**config.mk**
```make
export PLATFORM = sky130hd
export DESIGN_NAME = spi_frame_ctrl_flat
export DESIGN_NICKNAME = d
export VERILOG_FILES = /design/src/rtl/spi_frame_pkg.sv /design/src/rtl/spi_frame_ctrl_if.sv /design/src/rtl/spi_frame_sync.sv /design/src/rtl/spi_frame_ctrl.sv /design/src/flat_wrapper.sv
export SDC_FILE = /design/constraint.sdc
export NUM_CORES = 1
export LEC_CHECK = 0
export BUFFER_PORTS_ARGS = -buffer_cell sky130_fd_sc_hd__buf_2
export CAP_MARGIN = 20
export CORE_UTILIZATION = 30
export CTS_BUF_LIST = sky130_fd_sc_hd__clkbuf_8 sky130_fd_sc_hd__clkbuf_16
export DETAILED_ROUTE_END_ITERATION = 16
export GPL_TIMING_DRIVEN = 0
export SLEW_MARGIN = 20
export SYNTH_ARGS = -nofsm -noshare
export SYNTH_HDL_FRONTEND = slang
export SYNTH_SLANG_ARGS = --single-unit
```
**constraint.sdc**
```tcl
create_clock -name spi_frame_ctrl_CLOCK_50 -period 2.6 [get_ports spi_frame_ctrl_CLOCK_50]
set_input_delay 0.52 -clock spi_frame_ctrl_CLOCK_50 [delete_from_list [all_inputs] [get_ports spi_frame_ctrl_CLOCK_50]]
set_output_delay 0.52 -clock spi_frame_ctrl_CLOCK_50 [all_outputs]
set_load 0.01 [all_outputs]
```
**src/rtl/spi_frame_pkg.sv**
```systemverilog
// Shared definitions for the SPI command-frame controller: opcodes, FSM states, and the
// readback width.
`timescale 1ns / 1ps

package spi_frame_pkg;

    localparam logic [7:0] OP_IMAGE  = 8'h01;
    localparam logic [7:0] OP_WEIGHT = 8'h02;
    localparam logic [7:0] OP_READ   = 8'h03;

    localparam int unsigned READBACK_BITS = 8;

    typedef enum logic [2:0] {
        StIdle,
        StOpcode,
        StImage,
        StWAddr,
        StWData,
        StRead,
        StDiscard
    } state_e;

    function automatic int unsigned max_u(input int unsigned a, input int unsigned b);
        return (a > b) ? a : b;
    endfunction

endpackage

```
**src/rtl/spi_frame_ctrl_if.sv**
```systemverilog
// Pin-level bundle between the SPI/CNN side and spi_frame_ctrl. The slave modport is the
// controller's view of the bundle, and the master modport is the driver's view.
`timescale 1ns / 1ps

interface spi_frame_ctrl_if #(
    parameter int unsigned IMG_PIXELS    = 784,
    parameter int unsigned PIX_BITS      = 1,
    parameter int unsigned DATAWIDTH_BUS = 8,
    parameter int unsigned ADDRESS_WIDTH = 16,
    parameter int unsigned RESULT_WIDTH  = 4
) ();

    logic                             spi_frame_ctrl_SPICLOCK;
    logic                             spi_frame_ctrl_SS_N;
    logic                             spi_frame_ctrl_MOSI;
    logic                             spi_frame_ctrl_MISO;
    logic [RESULT_WIDTH-1:0]          spi_frame_ctrl_Result_InBUS;
    logic                             spi_frame_ctrl_Result_Valid;
    logic [IMG_PIXELS*PIX_BITS-1:0]   spi_frame_ctrl_Data_OutBUS;
    logic                             spi_frame_ctrl_Data_Ready;
    logic [DATAWIDTH_BUS-1:0]         spi_frame_ctrl_Weight_OutBUS;
    logic [ADDRESS_WIDTH-1:0]         spi_frame_ctrl_Addr_OutBUS;
    logic                             spi_frame_ctrl_Weight_Valid;
    logic                             spi_frame_ctrl_Error;

    modport slave (
        input  spi_frame_ctrl_SPICLOCK,
        input  spi_frame_ctrl_SS_N,
        input  spi_frame_ctrl_MOSI,
        input  spi_frame_ctrl_Result_InBUS,
        input  spi_frame_ctrl_Result_Valid,
        output spi_frame_ctrl_MISO,
        output spi_frame_ctrl_Data_OutBUS,
        output spi_frame_ctrl_Data_Ready,
        output spi_frame_ctrl_Weight_OutBUS,
        output spi_frame_ctrl_Addr_OutBUS,
        output spi_frame_ctrl_Weight_Valid,
        output spi_frame_ctrl_Error
    );

    modport master (
        output spi_frame_ctrl_SPICLOCK,
        output spi_frame_ctrl_SS_N,
        output spi_frame_ctrl_MOSI,
        output spi_frame_ctrl_Result_InBUS,
        output spi_frame_ctrl_Result_Valid,
        input  spi_frame_ctrl_MISO,
        input  spi_frame_ctrl_Data_OutBUS,
        input  spi_frame_ctrl_Data_Ready,
        input  spi_frame_ctrl_Weight_OutBUS,
        input  spi_frame_ctrl_Addr_OutBUS,
        input  spi_frame_ctrl_Weight_Valid,
        input  spi_frame_ctrl_Error
    );

endinterface

```
**src/rtl/spi_frame_sync.sv**
```systemverilog
// This block brings SCLK, SS_N and MOSI into the system clock domain. It then derives
// single-cycle edge strobes from the synchronised SCLK and SS_N.
`timescale 1ns / 1ps

module spi_frame_sync (
    input  logic clk,
    input  logic rst_n,
    input  logic sclk,
    input  logic ss_n,
    input  logic mosi,
    output logic sclk_rise,
    output logic sclk_fall,
    output logic ss_fall,
    output logic ss_rise,
    output logic mosi_s
);

    logic [2:0] sclk_q, sclk_d;
    logic [2:0] ss_q, ss_d;
    logic [1:0] mosi_q, mosi_d;

    always_comb begin
        sclk_d = {sclk_q[1:0], sclk};
        ss_d   = {ss_q[1:0], ss_n};
        mosi_d = {mosi_q[0], mosi};
    end

    // SS_N stages reset low so that a select line already held low across reset does not
    // produce a falling edge and start a frame in the middle of the traffic.
    always_ff @(posedge clk or negedge rst_n) begin
        if (!rst_n) begin
            sclk_q <= '0;
            ss_q   <= '0;
            mosi_q <= '0;
        end else begin
            sclk_q <= sclk_d;
            ss_q   <= ss_d;
            mosi_q <= mosi_d;
        end
    end

    assign sclk_rise = sclk_q[1] & ~sclk_q[2];
    assign sclk_fall = ~sclk_q[1] & sclk_q[2];
    assign ss_fall   = ~ss_q[1] & ss_q[2];
    assign ss_rise   = ss_q[1] & ~ss_q[2];
    assign mosi_s    = mosi_q[1];

endmodule

```
**src/rtl/spi_frame_ctrl.sv**
```systemverilog
// This is an SPI mode-0 slave that decodes command frames. The frames carry image pixels,
// auto-incrementing weight bursts, or a status/prediction readback for the CNN core.
`timescale 1ns / 1ps

module spi_frame_ctrl
    import spi_frame_pkg::*;
#(
    parameter int unsigned IMG_PIXELS    = 784,
    parameter int unsigned PIX_BITS      = 1,
    parameter int unsigned DATAWIDTH_BUS = 8,
    parameter int unsigned ADDRESS_WIDTH = 16,
    parameter int unsigned RESULT_WIDTH  = 4
) (
    input  logic            spi_frame_ctrl_CLOCK_50,
    input  logic            spi_frame_ctrl_RESET_InLow,
    spi_frame_ctrl_if.slave bus
);

    localparam int unsigned ImgBits = IMG_PIXELS * PIX_BITS;
    localparam int unsigned ShiftW  = max_u(max_u(8, ADDRESS_WIDTH), DATAWIDTH_BUS);
    localparam int unsigned CntW    = $clog2(max_u(ImgBits, ShiftW) + 1);
    localparam int unsigned IdxW    = (ImgBits > 1) ? $clog2(ImgBits) : 1;

    logic clk, rst_n;
    assign clk   = spi_frame_ctrl_CLOCK_50;
    assign rst_n = spi_frame_ctrl_RESET_InLow;

    logic sclk_rise, sclk_fall, ss_fall, ss_rise, mosi_s;

    spi_frame_sync u_sync (
        .clk       (clk),
        .rst_n     (rst_n),
        .sclk      (bus.spi_frame_ctrl_SPICLOCK),
        .ss_n      (bus.spi_frame_ctrl_SS_N),
        .mosi      (bus.spi_frame_ctrl_MOSI),
        .sclk_rise (sclk_rise),
        .sclk_fall (sclk_fall),
        .ss_fall   (ss_fall),
        .ss_rise   (ss_rise),
        .mosi_s    (mosi_s)
    );

    state_e                    state_q, state_d;
    logic [CntW-1:0]           bit_cnt_q, bit_cnt_d;
    logic [ShiftW-2:0]         shift_q, shift_d;
    logic [ImgBits-1:0]        data_q, data_d;
    logic [ADDRESS_WIDTH-1:0]  addr_q, addr_d;
    logic [DATAWIDTH_BUS-1:0]  weight_q, weight_d;
    logic                      weight_valid_q, weight_valid_d;
    logic                      data_ready_q, data_ready_d;
    logic                      error_q, error_d;
    logic                      res_flag_q, res_flag_d;
    logic [RESULT_WIDTH-1:0]   result_q, result_d;
    logic [READBACK_BITS-1:0]  rd_shift_q, rd_shift_d;
    logic                      miso_q, miso_d;

    logic [ShiftW-1:0]         shift_in;
    logic [CntW-1:0]           cnt_inc;
    logic [IdxW-1:0]           img_idx;
    logic [READBACK_BITS-1:0]  readback;
    logic                      err_set, rd_clear;

    always_comb begin
        shift_in = {shift_q, mosi_s};
        cnt_inc  = bit_cnt_q + CntW'(1);
        img_idx  = IdxW'(ImgBits - 1) - bit_cnt_q[IdxW-1:0];
        readback = '0;
        readback[READBACK_BITS-1]  = error_q;
        readback[READBACK_BITS-2]  = res_flag_q;
        readback[RESULT_WIDTH-1:0] = result_q;
    end

    always_comb begin
        state_d        = state_q;
        bit_cnt_d      = bit_cnt_q;
        shift_d        = shift_q;
        data_d         = data_q;
        addr_d         = addr_q;
        weight_d       = weight_q;
        weight_valid_d = 1'b0;
        data_ready_d   = 1'b0;
        error_d        = error_q;
        res_flag_d     = res_flag_q;
        result_d       = result_q;
        rd_shift_d     = rd_shift_q;
        miso_d         = miso_q;
        err_set        = 1'b0;
        rd_clear       = 1'b0;

        // Each weight pulse carries the current address, and the address advances just
        // after that pulse.
        if (weight_valid_q) begin
            addr_d = addr_q + ADDRESS_WIDTH'(1);
        end

        if (ss_rise) begin
            state_d   = StIdle;
            bit_cnt_d = '0;
            miso_d    = 1'b0;
            unique case (state_q)
                StOpcode: err_set = (bit_cnt_q != '0);
                StImage:  err_set = 1'b1;
                StWAddr:  err_set = 1'b1;
                StWData:  err_set = (bit_cnt_q != '0);
                default:  err_set = 1'b0;
            endcase
        end else begin
            unique case (state_q)
                StIdle: begin
                    if (ss_fall) begin
                        state_d   = StOpcode;
                        bit_cnt_d = '0;
                    end
                end
                StOpcode: begin
                    if (sclk_rise) begin
                        shift_d   = shift_in[ShiftW-2:0];
                        bit_cnt_d = cnt_inc;
                        if (bit_cnt_q == CntW'(7)) begin
                            bit_cnt_d = '0;
                            case (shift_in[7:0])
                                OP_IMAGE:  state_d = StImage;
                                OP_WEIGHT: state_d = StWAddr;
                                OP_READ: begin
                                    state_d    = StRead;
                                    rd_shift_d = readback;
                                    miso_d     = readback[READBACK_BITS-1];
                                end
                                default: begin
                                    state_d = StDiscard;
                                    err_set = 1'b1;
                                end
                            endcase
                        end
                    end
                end
                StImage: begin
                    if (sclk_rise) begin
                        data_d[img_idx] = mosi_s;
                        bit_cnt_d       = cnt_inc;
                        if (bit_cnt_q == CntW'(ImgBits - 1)) begin
                            data_ready_d = 1'b1;
                            state_d      = StDiscard;
                        end
                    end
                end
                StWAddr: begin
                    if (sclk_rise) begin
                        shift_d   = shift_in[ShiftW-2:0];
                        bit_cnt_d = cnt_inc;
                        if (bit_cnt_q == CntW'(ADDRESS_WIDTH - 1)) begin
                            addr_d    = shift_in[ADDRESS_WIDTH-1:0];
                            bit_cnt_d = '0;
                            state_d   = StWData;
                        end
                    end
                end
                StWData: begin
                    if (sclk_rise) begin
                        shift_d   = shift_in[ShiftW-2:0];
                        bit_cnt_d = cnt_inc;
                        if (bit_cnt_q == CntW'(DATAWIDTH_BUS - 1)) begin
                            weight_d       = shift_in[DATAWIDTH_BUS-1:0];
                            weight_valid_d = 1'b1;
                            bit_cnt_d      = '0;
                        end
                    end
                end
                StRead: begin
                    if (sclk_rise) begin
                        bit_cnt_d = cnt_inc;
                        if (bit_cnt_q == CntW'(READBACK_BITS - 1)) begin
                            miso_d   = 1'b0;
                            rd_clear = 1'b1;
                            state_d  = StDiscard;
                        end
                    end else if (sclk_fall && bit_cnt_q != '0) begin
                        // The fall that trails the opcode byte must keep the MSB on MISO.
                        rd_shift_d = rd_shift_q << 1;
                        miso_d     = rd_shift_q[READBACK_BITS-2];
                    end
                end
                StDiscard: begin
                    state_d = StDiscard;
                end
                default: begin
                    state_d = StIdle;
                end
            endcase
        end

        // A set of a flag takes precedence over a readback clear in the same cycle.
        if (rd_clear) begin
            error_d    = 1'b0;
            res_flag_d = 1'b0;
        end
        if (err_set) begin
            error_d = 1'b1;
        end
        if (bus.spi_frame_ctrl_Result_Valid) begin
            res_flag_d = 1'b1;
            result_d   = bus.spi_frame_ctrl_Result_InBUS;
        end
    end

    always_ff @(posedge clk or negedge rst_n) begin
        if (!rst_n) begin
            state_q        <= StIdle;
            bit_cnt_q      <= '0;
            shift_q        <= '0;
            data_q         <= '0;
            addr_q         <= '0;
            weight_q       <= '0;
            weight_valid_q <= 1'b0;
            data_ready_q   <= 1'b0;
            error_q        <= 1'b0;
            res_flag_q     <= 1'b0;
            result_q       <= '0;
            rd_shift_q     <= '0;
            miso_q         <= 1'b0;
        end else begin
            state_q        <= state_d;
            bit_cnt_q      <= bit_cnt_d;
            shift_q        <= shift_d;
            data_q         <= data_d;
            addr_q         <= addr_d;
            weight_q       <= weight_d;
            weight_valid_q <= weight_valid_d;
            data_ready_q   <= data_ready_d;
            error_q        <= error_d;
            res_flag_q     <= res_flag_d;
            result_q       <= result_d;
            rd_shift_q     <= rd_shift_d;
            miso_q         <= miso_d;
        end
    end

    assign bus.spi_frame_ctrl_MISO         = miso_q;
    assign bus.spi_frame_ctrl_Data_OutBUS  = data_q;
    assign bus.spi_frame_ctrl_Data_Ready   = data_ready_q;
    assign bus.spi_frame_ctrl_Weight_OutBUS = weight_q;
    assign bus.spi_frame_ctrl_Addr_OutBUS  = addr_q;
    assign bus.spi_frame_ctrl_Weight_Valid = weight_valid_q;
    assign bus.spi_frame_ctrl_Error        = error_q;

endmodule

```
**src/flat_wrapper.sv**
```systemverilog
// flat-port wrapper written by rule: the top's interface ports become plain ports
module spi_frame_ctrl_flat import spi_frame_pkg::*;
#(
    parameter int unsigned IMG_PIXELS    = 784,
    parameter int unsigned PIX_BITS      = 1,
    parameter int unsigned DATAWIDTH_BUS = 8,
    parameter int unsigned ADDRESS_WIDTH = 16,
    parameter int unsigned RESULT_WIDTH  = 4
)
  (spi_frame_ctrl_CLOCK_50, spi_frame_ctrl_RESET_InLow, bus_spi_frame_ctrl_SPICLOCK, bus_spi_frame_ctrl_SS_N, bus_spi_frame_ctrl_MOSI, bus_spi_frame_ctrl_Result_InBUS, bus_spi_frame_ctrl_Result_Valid, bus_spi_frame_ctrl_MISO, bus_spi_frame_ctrl_Data_OutBUS, bus_spi_frame_ctrl_Data_Ready, bus_spi_frame_ctrl_Weight_OutBUS, bus_spi_frame_ctrl_Addr_OutBUS, bus_spi_frame_ctrl_Weight_Valid, bus_spi_frame_ctrl_Error);
  spi_frame_ctrl_if #(.IMG_PIXELS(IMG_PIXELS), .PIX_BITS(PIX_BITS), .DATAWIDTH_BUS(DATAWIDTH_BUS), .ADDRESS_WIDTH(ADDRESS_WIDTH), .RESULT_WIDTH(RESULT_WIDTH)) bus_i ();
  input  logic spi_frame_ctrl_CLOCK_50;
  input  logic spi_frame_ctrl_RESET_InLow;
  input wire logic [$bits(bus_i.spi_frame_ctrl_SPICLOCK)-1:0] bus_spi_frame_ctrl_SPICLOCK;
  input wire logic [$bits(bus_i.spi_frame_ctrl_SS_N)-1:0] bus_spi_frame_ctrl_SS_N;
  input wire logic [$bits(bus_i.spi_frame_ctrl_MOSI)-1:0] bus_spi_frame_ctrl_MOSI;
  input wire logic [$bits(bus_i.spi_frame_ctrl_Result_InBUS)-1:0] bus_spi_frame_ctrl_Result_InBUS;
  input wire logic [$bits(bus_i.spi_frame_ctrl_Result_Valid)-1:0] bus_spi_frame_ctrl_Result_Valid;
  output wire logic [$bits(bus_i.spi_frame_ctrl_MISO)-1:0] bus_spi_frame_ctrl_MISO;
  output wire logic [$bits(bus_i.spi_frame_ctrl_Data_OutBUS)-1:0] bus_spi_frame_ctrl_Data_OutBUS;
  output wire logic [$bits(bus_i.spi_frame_ctrl_Data_Ready)-1:0] bus_spi_frame_ctrl_Data_Ready;
  output wire logic [$bits(bus_i.spi_frame_ctrl_Weight_OutBUS)-1:0] bus_spi_frame_ctrl_Weight_OutBUS;
  output wire logic [$bits(bus_i.spi_frame_ctrl_Addr_OutBUS)-1:0] bus_spi_frame_ctrl_Addr_OutBUS;
  output wire logic [$bits(bus_i.spi_frame_ctrl_Weight_Valid)-1:0] bus_spi_frame_ctrl_Weight_Valid;
  output wire logic [$bits(bus_i.spi_frame_ctrl_Error)-1:0] bus_spi_frame_ctrl_Error;
  assign bus_i.spi_frame_ctrl_SPICLOCK = bus_spi_frame_ctrl_SPICLOCK;
  assign bus_i.spi_frame_ctrl_SS_N = bus_spi_frame_ctrl_SS_N;
  assign bus_i.spi_frame_ctrl_MOSI = bus_spi_frame_ctrl_MOSI;
  assign bus_i.spi_frame_ctrl_Result_InBUS = bus_spi_frame_ctrl_Result_InBUS;
  assign bus_i.spi_frame_ctrl_Result_Valid = bus_spi_frame_ctrl_Result_Valid;
  assign bus_spi_frame_ctrl_MISO = bus_i.spi_frame_ctrl_MISO;
  assign bus_spi_frame_ctrl_Data_OutBUS = bus_i.spi_frame_ctrl_Data_OutBUS;
  assign bus_spi_frame_ctrl_Data_Ready = bus_i.spi_frame_ctrl_Data_Ready;
  assign bus_spi_frame_ctrl_Weight_OutBUS = bus_i.spi_frame_ctrl_Weight_OutBUS;
  assign bus_spi_frame_ctrl_Addr_OutBUS = bus_i.spi_frame_ctrl_Addr_OutBUS;
  assign bus_spi_frame_ctrl_Weight_Valid = bus_i.spi_frame_ctrl_Weight_Valid;
  assign bus_spi_frame_ctrl_Error = bus_i.spi_frame_ctrl_Error;
  spi_frame_ctrl #(.IMG_PIXELS(IMG_PIXELS), .PIX_BITS(PIX_BITS), .DATAWIDTH_BUS(DATAWIDTH_BUS), .ADDRESS_WIDTH(ADDRESS_WIDTH), .RESULT_WIDTH(RESULT_WIDTH)) u_core (.spi_frame_ctrl_CLOCK_50(spi_frame_ctrl_CLOCK_50), .spi_frame_ctrl_RESET_InLow(spi_frame_ctrl_RESET_InLow), .bus(bus_i));
endmodule
```
# Word-level counts from Yosys, hierarchy flattened
# Index checks and enable logic that the tools add are counted.
# totals
reg_bits	860
elab_cells	144
# op_classes
add_sub_neg	3
magnitude_cmp	2
n_eq_ne	32
muxes	61
n_bitwise	9
reduce_logical	21
# op_table
op	n
$bwmux W784	1
$mux W16	5
$mux W10	7
$pmux W10 S4	1
$ne A3 B1 Y1 const B	12
$mux W7	5
$mux W3	10
$mux W1	26
$pmux W3 S7	1
$add A16 B1 Y16 const B	1
$eq A8 B2 Y1 const B	2
$pmux W7 S2	1
$lt A10 B11 Y1 const B	1
$add A10 B1 Y10 const B	1
$demux W1 S10	1
$eq A10 B10 Y1 const B	1
$eq A10 B3 Y1 const B	1
$eq A10 B4 Y1 const B	1
$ge A10 B1 Y1 const B	1
$ne A2 B1 Y1 const B	5
$reduce_and A10 Y1	1
$reduce_bool A10 Y1	1
$sub A10 B10 Y10 const A	1
$eq A3 B3 Y1 const B	3
other kinds (22)	38

# Depth between registers and ports, before layout
# Gate-level depths: netlist (run 1).
# logic_depth
depth_word	8
ltp_mapped	11

# Hierarchy
# From an unflattened synthesis (run 1), not the netlist that was laid out.
# hier_totals
hier_cells	3121
area_unflattened_um2	38097.8
# modules_own_cells
mod	n_inst	cells_per_inst	area_each_um2	seq_area_each_um2
spi_frame_ctrl	1	3109	37862.6	21320.4
spi_frame_sync	1	12	235.2	200.2

# Least setup slack after synthesis (run 1)
# Ideal clock, no wire load.
# synth_timing
kind	register -> register
startpoint	reg u_core.bit_cnt_q[4]
endpoint	reg u_core.data_q[723] (netlist: u_core.bus.spi_frame_ctrl_Data_OutBUS[723])
arrival_time_ns	2.453
required_ns	2.475
path_slack_ns	0.022
stages_incl_launch_ff	10
n_path_buf	2
synth_period_minus_slack_ns	2.578
path_cell_list	dfrtp_1 clkinv_1 ha_1 buf_2 xor2_2 nor2_1 clkbuf_1 nand3_1 a21oi_1 mux2_2
# synth_between
elab_chain_len	6
elab_cells_between_ends	7
cone_classes	add/sub (1); order compare (2); mux (3); reduce/logical (1)
# synth_rtl
item	line	text
start, declared	spi_frame_ctrl.sv:44	logic [CntW-1:0] bit_cnt_q, bit_cnt_d;
start signal, assigned	spi_frame_ctrl.sv:223	bit_cnt_q <= bit_cnt_d;
$sub A10 B10 Y10 *	spi_frame_ctrl.sv:66	img_idx = IdxW'(ImgBits - 1) - bit_cnt_q[IdxW-1:0];
$lt A10 B11 Y1 (not written as such) / $ge A10 B1 Y1 (equally long branches)	spi_frame_ctrl.sv:139	data_d[img_idx] = mosi_s;
$logic_and A1 B1 Y1 (not written as such)	spi_frame_ctrl.sv:139	
$mux W1 (not written as such)	spi_frame_ctrl.sv:139	
$demux W1 S10 *	n/a	
$bwmux W784 *	spi_frame_ctrl.sv:139	
end signal, assigned	spi_frame_ctrl.sv:225	data_q <= data_d;
end, declared	spi_frame_ctrl.sv:46	logic [ImgBits-1:0] data_q, data_d;
# Every way passes the cells marked *; elsewhere a longest branch is shown, timed or not.
# A chain may end at the register's enable or synchronous reset.

# Worst setup path after layout (run 1)
# layout_timing
startpoint	reg u_core.bit_cnt_q[0]
endpoint	reg u_core.data_q[505] (netlist: u_core.bus.spi_frame_ctrl_Data_OutBUS[505])
# The elaborated chain is that of the path after synthesis.

==> impl_metrics.yaml, run 1 <==
clocking:
  path_clk_slew_ps: 60
  tritoncts: "yes"
  h-tree-depth: 3
  clock_latency_ps: 760
  cts_buffers: 99
  clock_sinks: 860
  cts_buffer_depth: 3
  cts-root-buf: "clkbuf_16"
  ctsHoldBuffers: 7
drt:
  vias_per_cell: 5.41
  wl_per_cell_um: 31.1
  drt_iter0_drc: 3678
  num_vias: 36600
  antenna_left: 0
  drt-total-wl_mm: 210
  firstDrtPassIters: 6
  drc: 0
synthesis:
  syn_area_per_cell_um2: 10.7
  synth-seq-area-share: 0.541
  async_reset_ff_frac: 1.00
  synthCells: 3701
  synth.largest_area_cell: "dfrtp_1"
  synthesis.area_mm2: 0.0398
  synth.most_common_cell: "dfrtp_1"
  synth_nets: 3718
  ys_warn_count: 0
  synth_seq_cells: 860
  synth.cells.most_frequent: "dfrtp_1, nand3_1, o21ai_0, mux2_2, nand2_1"
  yosysTopAreaCellShare: 0.541
  synth-edff-count: 0
  synthTopCellsByArea: "dfrtp_1, mux2_2, nand3_1"
  ys.flop_type: "dfrtp_1"
  synth.distinct_cells: 71
setup_path:
  worstPathArrival_ps: 3280
  timing.rr.start: "u_core.bit_cnt_q[0]"
  cp-end-kind: "register"
  cp-start-kind: "register"
  path_class: "register to register"
  path_max_fanout: 5
  r2r_slack_ps: -90
  required_ps: 3200
  r2r_end: "u_core.bus.spi_frame_ctrl_Data_OutBUS[505]"
  crit_end: "u_core.bus.spi_frame_ctrl_Data_OutBUS[505]"
  ff2ff_path_depth: 10
  crit_start: "u_core.bit_cnt_q[0]"
pwr:
  total_leakage_power_uw: 0.0299
  switching_power_uw: 8400
  power_uw: 31500
  p_per_area_mw_per_mm2: 562
  vdd_drop_max_mv: 0.461
  power.share.clock: 0.472
  p_sw_frac: 0.267
  p_int_uw: 23100
  p_seq_frac: 0.436
  p_comb_frac: 0.092
placement:
  io_buffers: 821
  place_ws_ps: -1330
  dpl.hpwl_mm: 154
  place_congestion: 0.916
  placedCellCount: 6309
timing:
  finClkSkew_ps: 55.6
  fin_hold_ws_ps: -237
  finalHoldViolCount: 115
  maxSlewHeadroom: 0.268
  finalMaxSlewViolations: 0
  setup_viol: 24
  rsz0062_at_grt: "yes"
  max_freq_ghz: 0.372
  setup_ws_ps: -87.0
  finalCritPeriodShare: 1.03
  post-route-min-period_ps: 2690
  tightest_slew_ps: 1100
floorplanning:
  dieArea_mm2: 0.134
  die_y_um: 366
  chipWidth_um: 366
  coreArea_mm2: 0.131
  ios: 822
  core.rowCount: 133
  start_util: 0.303
run_status:
  outcome: "complete, but fails checks"
  violations: "hold timing, setup timing"
grt:
  gr-total-overflow: 0
  grt_pass1_vias: 36200
  grt_usage: 0.303
  grt_pass1_wl_mm: 286
  grt_max_degree: 127
  antenna_found_initial: 9
cells_and_area:
  stdcell_count: 6755
  layout-drive-gt1-share: 0.473
  layout.nets: 4932
  areaGrowthSynthToFinish_pct: 40.9
min_path:
  hold_path.class: "input port to async pin"
flow_run:
  cap_violations: 0
==> how the worst min path moves through the flow <==
stage                                     startpoint                                         end  slack, ps  depth (start not counted)
after global placement       u_core.u_sync.sclk_q[0]                     u_core.u_sync.sclk_q[1]        340                          0
after detailed placement     u_core.u_sync.sclk_q[0]                     u_core.u_sync.sclk_q[1]        340                          0
after global routing      spi_frame_ctrl_RESET_InLow  u_core.bus.spi_frame_ctrl_Data_OutBUS[296]       -210                          1
after CTS                 spi_frame_ctrl_RESET_InLow   u_core.bus.spi_frame_ctrl_Data_OutBUS[41]       -260                          1
after floorplan           spi_frame_ctrl_RESET_InLow                         u_core.bit_cnt_q[0]        220                          0
final                     spi_frame_ctrl_RESET_InLow  u_core.bus.spi_frame_ctrl_Data_OutBUS[296]       -240                          1
==> routing by layer <==
metal  wire (µm)  up-vias  GRT usage
li1            -    15600          -
met1       79100    18600      0.364
met2       98500     1913      0.492
met3       20400      456     0.0884
met4       12100        2      0.152
met5           8        -          0
==> through the flow <==
step	setup TNS, ps	cell area (µm²)	utilization
final	-590	56000	0.426
after global routing	-4260	56000	0.426
after CTS	-5320	54100	0.411
after detailed placement	-728580	46900	0.357
after global placement	-	46100	0.350
after floorplan	0	39800	-
==> layout make-up <==
type                            count  area, µm²
Buffer                            334       2810
Tap cell                         1755       2200
Inverter                           15       63.8
Clock inverter                     50        482
Multi-Input combinational cell   2478      18400
Clock buffer                      132       2950
Antenna cell                        4       10.0
Timing Repair Buffer             1127       7550
Sequential cell                   860      21500
Fill cell                       12700      75400
==> kinds of logic (layout without fill, tap and decap cells) <==
group | after synthesis | in the layout | share of synthesized area
flip-flops | 860 | 860 | 0.541
XOR/XNOR | 19 | 19 | 0.00437
multiplexers | 487 | 487 | 0.138
buffers and inverters | 363 | 1658 | 0.0404
AND/OR/NAND/NOR | 1171 | 1171 | 0.170
other | 0 | 4 | 0
AO/OA/AOI/OAI | 794 | 794 | 0.104
adder cells (fa/ha/maj) | 7 | 7 | 0.00220
==> worst max-delay path, cell delays in order, from the launching register on <==
cell and delay [ps]:
dfrtp_2 430, inv_4 90, ha_4 130, nand3b_1 130, or4_4 490, buf_12 170
buf_16 150, buf_16 170, nor3_4 290, o21ai_1 130, mux2_1 330
==> what timing repair did <==
item,CTS,global route
resized for setup,570,377
setup endpoints to repair,842,722
setup buffers,174,88
gates cloned,6,4
endpoints found under the hold margin,122,115
pin swaps,125,72
==> placed cells by master, fill, tap and decap left out, types with 53 or more instances in the layout <==
cell / instances
dfrtp_1: 855
buf_2: 849
mux2_2: 424
nand2_1: 421
nand3_1: 386
o21ai_0: 374
buf_4: 217
o21ai_1: 182
nor3_4: 135
clkbuf_16: 113
clkbuf_1: 91
a21oi_1: 85
clkbuf_2: 61
nand3_2: 60
buf_6: 58
clkbuf_8: 53
==> power groups by stage <==
stage | clock (µW) | combinational, µW | sequential [µW]
floorplan | 0 | 1230 | 13900
global placement | 0 | 2350 | 14000
detailed placement | 0 | 2470 | 14000
CTS | 15100 | 2680 | 13700
global route | 15500 | 3070 | 13700
finish | 14900 | 2910 | 13700
==> flip-flops by register name, summed over array words and instances, names as in the netlist, 4 cells and up <==
name,flops
u_core.bus.spi_frame_ctrl_Data_OutBUS,784
u_core.bus.spi_frame_ctrl_Addr_OutBUS,16
u_core.shift_q,15
u_core.result_q,4
u_core.bit_cnt_q,10
u_core.rd_shift_q,7
u_core.bus.spi_frame_ctrl_Weight_OutBUS,8
Power figures use the tool's default switching activity.
==> run 2, diff against run 1 <==
SKIP_CTS_REPAIR_TIMING = 1   (was unset)
==> run 2 against run 1 <==
- die area unchanged
- routed wire length down 2.2%
- largest power group unchanged
- clock skew up 1.7 ps
- utilization down 1.4 points
- non-clock buffer count down 99
- largest cell class unchanged
- critical path type unchanged
- via count down 1.9%
- sequential power about the same
- the run still ends with hold timing, setup timing left
- final area down 3.3%
- global-route usage down 0.73 points
- highest routed layer unchanged
- combinational power down 6%
==> impl_metrics.yaml, run 2 (same netlist as run 1, synthesis figures left out) <==
setup_path:
  cp-start-kind: "register"
  worstPathArrival_ps: 3290
  cp-end-kind: "register"
  path_max_fanout: 8
  path_class: "register to register"
  required_ps: 3200
timing:
  finClkSkew_ps: 57.3
  setup_ws_ps: -97.9
  rsz0062_at_grt: "yes"
  max_freq_ghz: 0.371
  fin_hold_ws_ps: -254
  finalMaxSlewViolations: 0
  post-route-min-period_ps: 2700
  finalCritPeriodShare: 1.04
  finalSetupTns_ps: -8820
  finalHoldViolCount: 115
  setup_viol: 289
  tightest_slew_ps: 1170
  maxSlewHeadroom: 0.217
pwr:
  total_leakage_power_uw: 0.0291
  vdd_drop_max_mv: 0.474
  p_per_area_mw_per_mm2: 578
  power_uw: 31300
grt:
  grt_max_degree: 127
  grt_usage: 0.295
  antenna_found_initial: 10
  gr-total-overflow: 0
  grt_pass1_vias: 35100
  grt_pass1_wl_mm: 279
drt:
  drc: 0
  firstDrtPassIters: 6
  drt_iter0_drc: 3724
  vias_per_cell: 5.39
  num_vias: 35900
  antenna_left: 0
  wl_per_cell_um: 30.9
  drt-total-wl_mm: 205
cells_and_area:
  layout_common_cells: "dfrtp_1, buf_2, mux2_2, nand2_1, nand3_1"
  largest_reg_flops: 784
  areaGrowthSynthToFinish_pct: 36.3
  final_util: 0.412
  layout.nets: 4833
  layout-drive-gt1-share: 0.452
  final_common_cell: "dfrtp_1"
floorplanning:
  chipWidth_um: 366
  start_util: 0.303
  dieArea_mm2: 0.134
  ios: 822
  coreArea_mm2: 0.131
  die_y_um: 366
  core.rowCount: 133
clocking:
  h-tree-depth: 3
  path_clk_slew_ps: 70
  tritoncts: "yes"
  clock_latency_ps: 760
  cts_buffers: 99
  clock_sinks: 860
  cts-root-buf: "clkbuf_16"
  cts_buffer_depth: 3
placement:
  place_congestion: 0.916
  io_buffers: 821
  dpl.hpwl_mm: 154
run_status:
  outcome: "complete, but fails checks"
  violations: "hold timing, setup timing"
min_path:
  hold_path.class: "input port to async pin"
flow_run:
  cap_violations: 0
[run 2: cell count changes in the layout (fill, tap and decap cells not counted), moves of 12 or more]
cell,previous run,this run
o21ai_2,44,21
mux2_4,18,2
nand3_2,60,44
clkbuf_8,53,32
clkbuf_4,41,29
o21ai_1,182,224
buf_6,58,71
mux2_2,424,438
nand3_1,386,406
buf_12,51,34
buf_4,217,178
o21ai_0,374,357
[run 2: stage by stage]
| stage | setup slack [ps] | instance area, µm² | hold WS, ps | std cells |
|---|---|---|---|---|
| 4_1_cts | -1390 | 50300 | -265 | 6491 |
| 6_report | -97.9 | 54200 | -254 | 6655 |
| 5_1_grt | -163 | 54200 | -206 | 6653 |
| 3_5_place_dp | -1330 | 46900 | 338 | 6309 |
| 2_1_floorplan | 22.0 | 39800 | 224 | 3701 |
| 3_3_place_gp | -18380 | 46100 | 336 | 6277 |
[run 2: metal layers]
layer  GRT usage  vias to the layer above  part of all wire
met5           0                        -          0.000039
met3      0.0877                      414             0.090
met2       0.480                     1848              0.47
met1       0.356                    18300              0.39
met4       0.145                        2             0.053
li1            -                    15400                 -
[run 2: area by class of cell]
cell class | instances | area, µm²
fillers | 12900 | 77300
clock buffers | 132 | 2950
plain buffers | 342 | 2570
flip-flops and latches | 860 | 21500
diodes | 3 | 7.51
well taps | 1755 | 2200
repair buffers | 1020 | 6390
clock inverters | 50 | 482
multi-input cells | 2478 | 18000
inverters | 15 | 65.1
[run 2: path summary, 6_finish.rpt]
check | startpoint | end | slack, ps | depth (start not counted)
min in group spi_frame_ctrl_CLOCK_50 | bus_spi_frame_ctrl_Result_InBUS[0] | u_core.result_q[0] | 40 | 2
worst min register to register | u_core.u_sync.sclk_q[0] | u_core.u_sync.sclk_q[1] | 350 | 0
worst max register to register | u_core.bit_cnt_q[4] | u_core.rd_shift_q[1] | -100 | 9
max in group asynchronous | spi_frame_ctrl_RESET_InLow | u_core.bus.spi_frame_ctrl_Data_OutBUS[730] | 620 | 4
worst max-delay path | u_core.bit_cnt_q[4] | u_core.rd_shift_q[1] | -100 | 9
worst min-delay path | spi_frame_ctrl_RESET_InLow | u_core.bus.spi_frame_ctrl_Data_OutBUS[41] | -250 | 1
[run 2: power by group]
part / switching, µW / internal, µW / leakage [µW] / total, µW
Sequential: 173 / 13600 / 0.0119 / 13700
Clock: 6190 / 8670 / 0.00176 / 14900
Combinational: 1980 / 761 / 0.0153 / 2740
[run 2: worst max-delay path, stage by stage (launching register included)]
cell and delay [ps]:
dfrtp_2 440, clkinvlp_4 100, ha_2 190, buf_12 150
or4b_4 500, and4b_1 400, nor3_1 100, o21ai_2 120
buf_4 180, mux2_2 340
